## src/rtl/mag_detect_frame.sv

```systemverilog
`default_nettype none
// +--------------------------------------------------------------------------+
// | mag_detect_frame: per-lane leading-sign counts, then frame min/shift.    |
// | Revision: 1.0                                                            |
// +--------------------------------------------------------------------------+
module mag_detect_frame #(
  parameter  int I_WIDTH = 24,
  parameter  int LANES   = 16,
  parameter  int GUARD   = 1,
  parameter  int BEAT_W  = 10,
  localparam int CNT_W   = $clog2(I_WIDTH + 1)
) (
  input  logic               clk,
  input  logic               rstn,
  input  logic               in_valid,
  input  logic               in_last,
  input  logic [I_WIDTH-1:0] din [0:LANES-1],
  output logic               out_valid,
  output logic               out_last,
  output logic [I_WIDTH:0]   dout [0:LANES-1],
  output logic [CNT_W-1:0]   o_cnt [0:LANES-1],
  output logic               o_exp_valid,
  output logic [CNT_W-1:0]   o_min_cnt,
  output logic [CNT_W-1:0]   o_shift,
  output logic [BEAT_W-1:0]  o_beats
);

  localparam logic [CNT_W-1:0]  C_ONE      = CNT_W'(1);
  localparam logic [CNT_W-1:0]  C_IW       = CNT_W'(I_WIDTH);
  localparam logic [CNT_W-1:0]  C_GP1      = CNT_W'(GUARD + 1);
  localparam logic [BEAT_W-1:0] C_BEAT_ONE = BEAT_W'(1);
  localparam logic [BEAT_W-1:0] C_BEAT_MAX = '1;

  // Run length of MSBs matching the sign bit; the sign bit itself counts.
  function automatic logic [CNT_W-1:0] f_lead_cnt(input logic [I_WIDTH-1:0] x);
    logic [CNT_W-1:0] c;
    logic             run;
    c   = C_ONE;
    run = 1'b1;
    for (int k = I_WIDTH - 2; k >= 0; k--) begin
      if (run && (x[k] == x[I_WIDTH-1])) c = c + C_ONE;
      else                                run = 1'b0;
    end
    return c;
  endfunction

  logic               r_out_valid;
  logic               r_out_last;
  logic [I_WIDTH:0]   r_dout [0:LANES-1];
  logic [CNT_W-1:0]   r_cnt  [0:LANES-1];

  always_ff @(posedge clk or negedge rstn) begin
    if (!rstn) begin
      r_out_valid <= 1'b0;
      r_out_last  <= 1'b0;
    end else begin
      r_out_valid <= in_valid;
      r_out_last  <= in_valid & in_last;
    end
  end

  generate
    for (genvar g = 0; g < LANES; g++) begin : g_lane
      always_ff @(posedge clk or negedge rstn) begin
        if (!rstn) begin
          r_dout[g] <= '0;
          r_cnt[g]  <= '0;
        end else if (in_valid) begin
          r_dout[g] <= {din[g][I_WIDTH-1], din[g]};
          r_cnt[g]  <= f_lead_cnt(din[g]);
        end
      end
      assign dout[g]  = r_dout[g];
      assign o_cnt[g] = r_cnt[g];
    end
  endgenerate

  logic [CNT_W-1:0]  w_lane_min;
  logic [CNT_W-1:0]  w_frame_min;
  logic [CNT_W-1:0]  w_shift;
  logic [BEAT_W-1:0] w_beats_next;

  always_comb begin
    w_lane_min = r_cnt[0];
    for (int k = 1; k < LANES; k++) begin
      if (r_cnt[k] < w_lane_min) w_lane_min = r_cnt[k];
    end
  end

  logic [CNT_W-1:0]  r_acc;
  logic [BEAT_W-1:0] r_beat_cnt;
  logic              r_first;
  logic              r_exp_valid;
  logic [CNT_W-1:0]  r_min_cnt;
  logic [CNT_W-1:0]  r_shift;
  logic [BEAT_W-1:0] r_beats;

  always_comb begin
    w_frame_min = r_first ? w_lane_min
                          : ((r_acc < w_lane_min) ? r_acc : w_lane_min);
    // Keep GUARD headroom bits in front of the normalised sign bit.
    w_shift = (w_frame_min > C_GP1) ? (w_frame_min - C_GP1) : '0;
    if (r_first)                       w_beats_next = C_BEAT_ONE;
    else if (r_beat_cnt == C_BEAT_MAX) w_beats_next = C_BEAT_MAX;
    else                               w_beats_next = r_beat_cnt + C_BEAT_ONE;
  end

  always_ff @(posedge clk or negedge rstn) begin
    if (!rstn) begin
      r_acc       <= C_IW;
      r_beat_cnt  <= '0;
      r_first     <= 1'b1;
      r_exp_valid <= 1'b0;
      r_min_cnt   <= '0;
      r_shift     <= '0;
      r_beats     <= '0;
    end else begin
      r_exp_valid <= 1'b0;
      if (r_out_valid) begin
        if (r_out_last) begin
          r_min_cnt   <= w_frame_min;
          r_shift     <= w_shift;
          r_beats     <= w_beats_next;
          r_exp_valid <= 1'b1;
          r_first     <= 1'b1;
          r_acc       <= C_IW;
        end else begin
          r_acc       <= w_frame_min;
          r_beat_cnt  <= w_beats_next;
          r_first     <= 1'b0;
        end
      end
    end
  end

  assign out_valid   = r_out_valid;
  assign out_last    = r_out_last;
  assign o_exp_valid = r_exp_valid;
  assign o_min_cnt   = r_min_cnt;
  assign o_shift     = r_shift;
  assign o_beats     = r_beats;

endmodule
`default_nettype wire

```

## config.mk

```make
export PLATFORM = sky130hd
export DESIGN_NAME = mag_detect_frame
export DESIGN_NICKNAME = d
export VERILOG_FILES = /design/src/rtl/mag_detect_frame.sv
export SDC_FILE = /design/constraint.sdc
export NUM_CORES = 1
export LEC_CHECK = 0
export ABC_CLOCK_PERIOD_IN_PS = 19200
export CAP_MARGIN = 0
export CORE_AREA = 4 4 346 348
export DETAILED_ROUTE_END_ITERATION = 12
export DIE_AREA = 0 0 350 352
export DONT_BUFFER_PORTS = 1
export HOLD_SLACK_MARGIN = 0.05
export PLACE_DENSITY_LB_ADDON = 0.25
export SYNTH_ARGS = -nofsm -noshare
export SYNTH_HDL_FRONTEND = slang
export SYNTH_SLANG_ARGS = --single-unit
```

## constraint.sdc

```tcl
create_clock -name clk -period 19.2 [get_ports clk]
set_input_delay 2.88 -clock clk [delete_from_list [all_inputs] [get_ports clk]]
set_output_delay 2.88 -clock clk [all_outputs]
set_load 0.02 [all_outputs]
```

==> flow_summary.rst, run 1 <==
.. list-table::
   :header-rows: 1

   * - Metric
     - Value
   * - FFs w/ async S/R, synth
     - 1.000
   * - Post-route minimum period
     - 19.34 ns
   * - Wire per inst
     - 18.97 um
   * - Slowest stage cell, crit path
     - sky130_fd_sc_hd__mux4_2
   * - I/O pins
     - 891
   * - Initial Util
     - 0.4182
   * - Launching element type of the critical path
     - flop
   * - Nets
     - 6245
   * - Post-layout util
     - 0.4641
   * - GR peak layer
     - met2
   * - Maximum operating frequency
     - 51.71 MHz
   * - Initial DRT Pass Iterations
     - 5
   * - Leakage power total
     - 21.05 nW
   * - Violations in the final reports
     - negative setup slack
   * - Post-Synthesis Mean Instance Area
     - 8.926 um2
   * - Total of hold buffers inserted after clock tree synthesis
     - 0
   * - Slew margin rel.
     - 0.2264
   * - Finished Layout Cells
     - 7102
   * - Final hold slack
     - 0.5128 ns
   * - Portion of the post-synthesis area used by sequential elements
     - 0.2591
   * - IR Drop Worst-Case VDD
     - 0.2189 mV
   * - Met1 usage
     - 0.2453
   * - Run status
     - complete, but fails checks
   * - Leftover overflow at the end of global routing
     - 0
   * - Cells after synthesis
     - 5444
   * - Count of unique library cells instantiated by Yosys
     - 114
   * - RSZ-0062 raised after global routing
     - true
   * - Max-slew violation count
     - 0
   * - Fraction of layout instances using a drive strength above 1
     - 0.2165
   * - Die Ht
     - 352 um
   * - Launching point of the worst reg2reg path
     - o_cnt[77]
   * - Power per cell area
     - 111.7 nW/um2
   * - Die boundary width
     - 350 um
   * - Row count
     - 125
   * - Kind of critical path
     - flop to flop
   * - Tightest Pin Transition
     - 1.160 ns
   * - Longest Clk Path Bufs
     - 3
   * - Post-placement cell count
     - 6949
   * - GRT Resource Usage Total
     - 0.2109
   * - Hpwl dp
     - 106.0 mm
   * - FF-to-FF End
     - o_shift[3]
   * - Number of global-route vias before repair
     - 38.62k
   * - Hold endpoint
     - r_beat_cnt[1]
   * - Core region area
     - 116200 um2
   * - Most instantiated flip-flop cell in the synthesis netlist
     - sky130_fd_sc_hd__dfrtp_1
   * - Clock sink count
     - 503
   * - Met3 demand-to-capacity share in global routing
     - 0.05844
   * - M2 GR Usage
     - 0.3817
   * - Cell Area, Placed
     - 51190 um2
   * - Final Cycle Share
     - 1.007
   * - Final design instance area without fill
     - 53940 um2
   * - Pin count of the biggest net entering global routing
     - 515
   * - Area of the mapped netlist
     - 48590 um2
   * - Via count
     - 39.26k
   * - Biggest fanout along the worst timing path
     - 8
   * - Count of routing violations after the opening detailed-route iteration
     - 1810
   * - Count of input and output buffers
     - 0
   * - Final count of negative-setup-slack endpoints
     - 5
   * - Wire length of the first global-routing pass
     - 213.2 mm
   * - Worst endpoint required time
     - 19.74 ns
   * - Number of buffers created by CTS
     - 59
   * - Sum of internal, switching and leakage power
     - 0.006025 W
   * - Total of fill cells in the finished design
     - 11.01k
   * - Wire length after detailed routing
     - 134.7 mm
   * - Worst Hold Class
     - flop to flop
   * - P&R area growth vs syn
     - 10.99%
   * - Post-route ant nets
     - 0
   * - Data arrival time of the worst path
     - 19.88 ns
   * - Total of flip-flops plus latches after synthesis
     - 503
   * - Post-route DRC
     - 0
   * - Worst Slack Setup Final
     - -0.1402 ns
   * - CTS H-Tree Depth
     - 2
   * - Maximum capacitance violations
     - 0
   * - Layout Skew
     - 0.02256 ns
   * - EDFF count, synth
     - 0
   * - Delay contributed by the slowest stage of the critical path
     - 0.50 ns
   * - Hold Fails Final Rpt
     - 0
   * - Source of the worst hold timing path
     - r_beat_cnt[1]
   * - Worst skew pair latency
     - 0.67 ns
   * - Number of antenna violations at the first check in global routing
     - 7
   * - Clock root buffer
     - sky130_fd_sc_hd__clkbuf_16
   * - Setup slack, reg-to-reg
     - -0.14 ns
   * - Mapped Nets
     - 6157
   * - Area of the die
     - 123200 um2
   * - Syn. warnings
     - 0
   * - Ratio of routed vias to standard cells
     - 5.528
   * - Worst R2R Path Depth
     - 110
   * - Kind of end point of the critical path
     - flop
   * - GP Congestion
     - 0.8390
   * - Cell count of the worst hold path
     - 2
   * - CTS tree
     - yes
   * - Clock-pin slew on the worst setup and hold paths
     - 0.06 ns
==> synthesized netlist by cell type, types with 9 or more instances <==
| library cell | number | share of area |
|---|---|---|
| sky130_fd_sc_hd__nand4_1 | 39 | 0.0050 |
| sky130_fd_sc_hd__buf_4 | 18 | 0.0028 |
| sky130_fd_sc_hd__and3_1 | 62 | 0.0080 |
| sky130_fd_sc_hd__inv_1 | 201 | 0.016 |
| sky130_fd_sc_hd__clkbuf_1 | 104 | 0.0080 |
| sky130_fd_sc_hd__o2111ai_1 | 10 | 0.0018 |
| sky130_fd_sc_hd__o22ai_1 | 15 | 0.0019 |
| sky130_fd_sc_hd__mux2_2 | 684 | 0.16 |
| sky130_fd_sc_hd__nor2b_1 | 61 | 0.0079 |
| sky130_fd_sc_hd__o31ai_1 | 26 | 0.0040 |
| sky130_fd_sc_hd__o21ai_0 | 251 | 0.026 |
| sky130_fd_sc_hd__xor2_1 | 220 | 0.040 |
| sky130_fd_sc_hd__nor3_1 | 93 | 0.0096 |
| sky130_fd_sc_hd__or2_2 | 96 | 0.012 |
| sky130_fd_sc_hd__a21oi_1 | 187 | 0.019 |
| sky130_fd_sc_hd__and2_1 | 119 | 0.015 |
| sky130_fd_sc_hd__ha_1 | 325 | 0.084 |
| sky130_fd_sc_hd__a21o_1 | 67 | 0.010 |
| sky130_fd_sc_hd__or3_1 | 107 | 0.014 |
| sky130_fd_sc_hd__nor2_1 | 378 | 0.029 |
| sky130_fd_sc_hd__xnor2_1 | 526 | 0.095 |
| sky130_fd_sc_hd__a211oi_1 | 14 | 0.0022 |
| sky130_fd_sc_hd__mux2i_1 | 49 | 0.010 |
| sky130_fd_sc_hd__nor3b_1 | 67 | 0.010 |
| sky130_fd_sc_hd__o211ai_1 | 20 | 0.0031 |
| sky130_fd_sc_hd__a22o_1 | 9 | 0.0016 |
| sky130_fd_sc_hd__and4_1 | 16 | 0.0029 |
| sky130_fd_sc_hd__o21ai_1 | 44 | 0.0045 |
| sky130_fd_sc_hd__a21boi_0 | 34 | 0.0053 |
| sky130_fd_sc_hd__maj3_1 | 60 | 0.012 |
| sky130_fd_sc_hd__nand4b_1 | 48 | 0.0087 |
| sky130_fd_sc_hd__dfrtp_1 | 500 | 0.26 |
| sky130_fd_sc_hd__nand2_1 | 443 | 0.034 |
| sky130_fd_sc_hd__nor4_1 | 17 | 0.0022 |
| sky130_fd_sc_hd__o21a_1 | 44 | 0.0068 |
| sky130_fd_sc_hd__a31o_2 | 9 | 0.0016 |
| sky130_fd_sc_hd__nand3_1 | 173 | 0.018 |
| sky130_fd_sc_hd__a31oi_1 | 30 | 0.0039 |
| sky130_fd_sc_hd__nand2b_1 | 104 | 0.013 |
| sky130_fd_sc_hd__buf_1 | 19 | 0.0015 |
==> layer usage <==
layer / up-vias / share of wire
met5: - / 0.00014
li1: 19527 / -
met1: 18757 / 0.41
met3: 171 / 0.070
met2: 800 / 0.50
met4: 2 / 0.024
==> cells in the final DEF (no fill, tap or decap), types with 16 or more instances in the layout <==
cell type,instances
sky130_fd_sc_hd__inv_1,189
sky130_fd_sc_hd__mux2_2,681
sky130_fd_sc_hd__or3_1,106
sky130_fd_sc_hd__maj3_1,59
sky130_fd_sc_hd__dfrtp_1,494
sky130_fd_sc_hd__and2_1,118
sky130_fd_sc_hd__nor3b_1,66
sky130_fd_sc_hd__nand4b_1,48
sky130_fd_sc_hd__o21ai_0,240
sky130_fd_sc_hd__a31oi_1,28
sky130_fd_sc_hd__nor3_1,90
sky130_fd_sc_hd__nand3_1,173
sky130_fd_sc_hd__xor2_1,220
sky130_fd_sc_hd__a21boi_0,33
sky130_fd_sc_hd__o31ai_1,21
sky130_fd_sc_hd__xnor2_1,526
sky130_fd_sc_hd__nand2_1,436
sky130_fd_sc_hd__and3_1,62
sky130_fd_sc_hd__o211ai_1,20
sky130_fd_sc_hd__nand4_1,39
sky130_fd_sc_hd__a21oi_1,176
sky130_fd_sc_hd__o21a_1,44
sky130_fd_sc_hd__and4_1,16
sky130_fd_sc_hd__ha_1,308
sky130_fd_sc_hd__nand2b_1,104
sky130_fd_sc_hd__clkbuf_16,60
sky130_fd_sc_hd__buf_4,168
sky130_fd_sc_hd__o21ai_1,45
sky130_fd_sc_hd__mux2i_1,43
sky130_fd_sc_hd__nor4_1,17
sky130_fd_sc_hd__a21o_1,67
sky130_fd_sc_hd__or2_2,95
sky130_fd_sc_hd__nor2_1,376
sky130_fd_sc_hd__nor2b_1,59
==> sequential cells by signal, summed over array words and instances (netlist names) <==
name         flops
o_beats         10
o_shift          5
r_acc            5
r_first          1
o_exp_valid      1
r_beat_cnt      10
out_last         1
dout           384
o_min_cnt        5
o_cnt           80
out_valid        1
==> how the worst max path moves through the flow <==
stage                  to       from  depth (start not counted)
6_report       o_shift[3]  o_cnt[77]                        110
5_1_grt        o_shift[1]  o_cnt[77]                        124
4_1_cts        o_shift[3]  o_cnt[72]                        113
3_5_place_dp   o_shift[3]  o_cnt[77]                        113
3_3_place_gp   o_shift[3]  o_cnt[77]                        118
2_1_floorplan  o_shift[3]  o_cnt[77]                        119
==> logic make-up after synthesis <==
kind of cell / after synthesis / share of synthesized area
buf+inv: 346 / 0.02845
mux: 739 / 0.1703
simple gates: 1858 / 0.1969
fa+ha+maj: 386 / 0.09627
flops: 503 / 0.2591
xor+xnor: 746 / 0.1345
compound gates: 866 / 0.1144
==> power by group <==
group / internal, W / total (W) / leakage [nW] / switching (W)
clock: 0.000719 / 0.00121 / 0.983 / 0.000489
sequential: 0.00117 / 0.00144 / 6.01 / 0.000265
combinational: 0.00176 / 0.00338 / 14.1 / 0.00162
==> stage by stage <==
step / TNS [ns] / setup slack (ns)
2_1_floorplan: -2.000 / -0.5660
3_3_place_gp: -0.1500 / -0.1101
3_5_place_dp: -1.273 / -0.3462
4_1_cts: -0.06650 / -0.06650
5_1_grt: -9.801 / -1.118
6_report: -0.3111 / -0.1402
==> critical path, delay by kind of cell (launching register included) <==
kind	cells	cell delay (ns)
AOI/OAI and AO/OA	45	8.55
adders and majority gates	14	3.25
muxes	9	2.52
buffers and inverters	22	2.32
and+or+nand+nor	20	2.18
DFF	1	0.41
==> repair_timing <==
action,in CTS,in global routing
buffers inserted,35,11
gates resized for setup,25,41
endpoints found under the setup margin,5,15
pin swaps,37,33
==> cell type report <==
cell class	instances	area, um2	area share
clock buffer	77	1635	0.03032
sequential	503	12600	0.2336
tap	1524	1907	0.03535
multi-input combinational	4595	35320	0.6549
timing repair buffer	171	1295	0.02401
inverter	202	758.2	0.01406
antenna	2	5.005	0.00009279
clock inverter	28	415.4	0.007702
Note: power is estimated with default switching activity, not from simulation.
==> inputs of run 2 (changes only) <==
--- a/config.mk
+++ b/config.mk
@@ -5,7 +5,7 @@
 export SDC_FILE = /design/constraint.sdc
 export NUM_CORES = 1
 export LEC_CHECK = 0
-export ABC_CLOCK_PERIOD_IN_PS = 19200
+export ABC_CLOCK_PERIOD_IN_PS = 24100
 export CAP_MARGIN = 0
 export CORE_AREA = 4 4 346 348
 export DETAILED_ROUTE_END_ITERATION = 12
==> constraint.sdc (replaced) <==
create_clock -name clk -period 24.1 [get_ports clk]
set_input_delay 3.615 -clock clk [delete_from_list [all_inputs] [get_ports clk]]
set_output_delay 3.615 -clock clk [all_outputs]
set_load 0.02 [all_outputs]
==> run 2 against run 1 <==
Net effect: utilization shrank 1.5 points; clock-buffer cell count is 7 lower; register-to-register slack improved by 1.5 ns; the run ends with max-slew violations left; maximum frequency is 15% lower; power fell by 32%.
==> flow_summary.rst, run 2 (same netlist as run 1, synthesis figures left out) <==
.. list-table::
   :header-rows: 1

   * - Metric
     - Value
   * - Wire length of the first global-routing pass
     - 210.3 mm
   * - Count of input and output buffers
     - 0
   * - Leakage power total
     - 20.29 nW
   * - Worst Slack Setup Final
     - 1.393 ns
   * - Max-slew violation count
     - 82
   * - Hold endpoint
     - r_beat_cnt[3]
   * - P&R area growth vs syn
     - 7.469%
   * - Final count of negative-setup-slack endpoints
     - 0
   * - Wire per inst
     - 19.31 um
   * - Pin count of the biggest net entering global routing
     - 515
   * - Commonest non-fill, non-tap cells in the layout
     - sky130_fd_sc_hd__mux2_2, sky130_fd_sc_hd__xnor2_1, sky130_fd_sc_hd__dfrtp_1, sky130_fd_sc_hd__nand2_1, sky130_fd_sc_hd__nor2_1
   * - Total of hold buffers inserted after clock tree synthesis
     - 0
   * - Run status
     - complete, but fails checks
   * - Source of the worst hold timing path
     - r_beat_cnt[3]
   * - Initial Util
     - 0.4182
   * - GRT Resource Usage Total
     - 0.2093
   * - FF-to-FF End
     - o_shift[3]
   * - Most frequent standard cell in the layout excluding fill and tap cells
     - sky130_fd_sc_hd__mux2_2
   * - Final Cycle Share
     - 0.9422
   * - Violations in the final reports
     - max-slew violations
   * - Clock-pin slew on the worst setup and hold paths
     - 0.06 ns
   * - Leftover overflow at the end of global routing
     - 0
   * - Clock sink count
     - 503
   * - Clock root buffer
     - sky130_fd_sc_hd__clkbuf_16
   * - Setup slack, reg-to-reg
     - 1.39 ns
   * - CTS H-Tree Depth
     - 2
   * - Crit path launch
     - o_cnt[77]
   * - Max FFs per register
     - 384
   * - Cell count of the worst hold path
     - 1
   * - Slew margin rel.
     - -0.04779
   * - Fraction of layout instances using a drive strength above 1
     - 0.1818
   * - Launching element type of the critical path
     - flop
   * - Post-route ant nets
     - 0
   * - Minimum setup slack after placement
     - -0.6870 ns
   * - Worst endpoint required time
     - 24.66 ns
   * - Die Ht
     - 352 um
   * - Tightest Pin Transition
     - 1.572 ns
   * - Row count
     - 125
   * - Worst R2R Path Depth
     - 113
   * - Number of antenna violations at the first check in global routing
     - 5
   * - GP Congestion
     - 0.8992
   * - I/O pins
     - 891
   * - Hold Fails Final Rpt
     - 0
   * - Post-route minimum period
     - 22.71 ns
   * - Final hold slack
     - 0.5078 ns
   * - Hpwl dp
     - 105.8 mm
   * - Area of the die
     - 123200 um2
   * - Kind of critical path
     - flop to flop
   * - IR Drop Worst-Case VDD
     - 0.1198 mV
   * - Delay contributed by the slowest stage of the critical path
     - 0.54 ns
   * - Number of global-route vias before repair
     - 37.81k
   * - Initial DRT Pass Iterations
     - 5
   * - Wire length after detailed routing
     - 134.4 mm
   * - Finished Layout Cells
     - 6960
   * - Nets
     - 6097
   * - Slowest stage cell, crit path
     - sky130_fd_sc_hd__mux2i_1
   * - Biggest fanout along the worst timing path
     - 14
   * - Via count
     - 38.67k
   * - Worst Hold Class
     - flop to flop
   * - Launching point of the worst reg2reg path
     - o_cnt[77]
   * - Layout Skew
     - 0.02692 ns
   * - Post-placement cell count
     - 6830
   * - Die boundary width
     - 350 um
   * - Ratio of routed vias to standard cells
     - 5.556
   * - Longest Clk Path Bufs
     - 3
   * - Post-route DRC
     - 0
   * - CTS tree
     - yes
   * - Maximum capacitance violations
     - 0
   * - Maximum operating frequency
     - 44.04 MHz
   * - Data arrival time of the worst path
     - 23.26 ns
   * - Worst skew pair latency
     - 0.67 ns
   * - Kind of end point of the critical path
     - flop
   * - Count of routing violations after the opening detailed-route iteration
     - 1751
   * - Setup TNS
     - 0 ns
   * - Power per cell area
     - 78.73 nW/um2
   * - Post-layout util
     - 0.4494
   * - Core region area
     - 116200 um2
   * - Number of buffers created by CTS
     - 59
[run 2: repair_timing]
action                                  CTS  global route
resized for setup                         3            37
pin swaps                                 1             7
endpoints found under the hold margin     0             0
setup buffers                             2            15
endpoints found under the setup margin    5            15
[run 2: power breakdown]
part | leakage [nW] | internal [W] | switching, W
logic | 13.3 | 0.000942 | 0.00110
registers | 6.02 | 0.000936 | 0.000212
clock network | 0.980 | 0.000512 | 0.000407
total | 20.3 | 0.00239 | 0.00172
[run 2: critical path, delay by kind of cell (launching register included)]
kind                     cells  cell delay (ns)
AO/OA/AOI/OAI               51             9.64
adder cells (fa/ha/maj)     16             4.76
AND/OR/NAND/NOR             20             3.31
multiplexers                 9             2.88
buffers and inverters       17             1.52
flip-flops                   1             0.47
[run 2: area by class of cell]
cell class / instances / area (um2)
clock inverter: 36 / 365.4
timing repair buffer: 23 / 188.9
fill: 11282 / 63980
clock buffer: 70 / 1599
multi-input combinational: 4595 / 34790
tap: 1524 / 1907
sequential: 503 / 12590
antenna: 7 / 17.52
inverter: 202 / 758.2
[run 2: worst max-delay path by stage]
stage | to | slack [ns] | cells past startpoint
2_1_floorplan | o_shift[3] | 2.84 | 115
3_3_place_gp | o_shift[3] | -0.37 | 113
3_5_place_dp | o_shift[3] | -0.69 | 115
4_1_cts | o_shift[3] | 0.10 | 117
5_1_grt | o_shift[3] | -0.16 | 117
6_report | o_shift[3] | 1.39 | 113
[run 2: per-layer routing]
metal  track usage  up-vias  wire (um)
li1              -    19230          -
met1        0.2413    18435      53870
met2        0.3698      842      65450
met3       0.07147      159      11700
met4       0.05267        2       3375
met5             0        -         13
[run 2: stage by stage]
step | instance area, um2 | total power, W
after floorplan | 48590 | 0.002716
after global placement | 49920 | 0.002985
after detailed placement | 49920 | 0.003027
after CTS | 51920 | 0.004005
after global routing | 52210 | 0.004413
final | 52220 | 0.004111
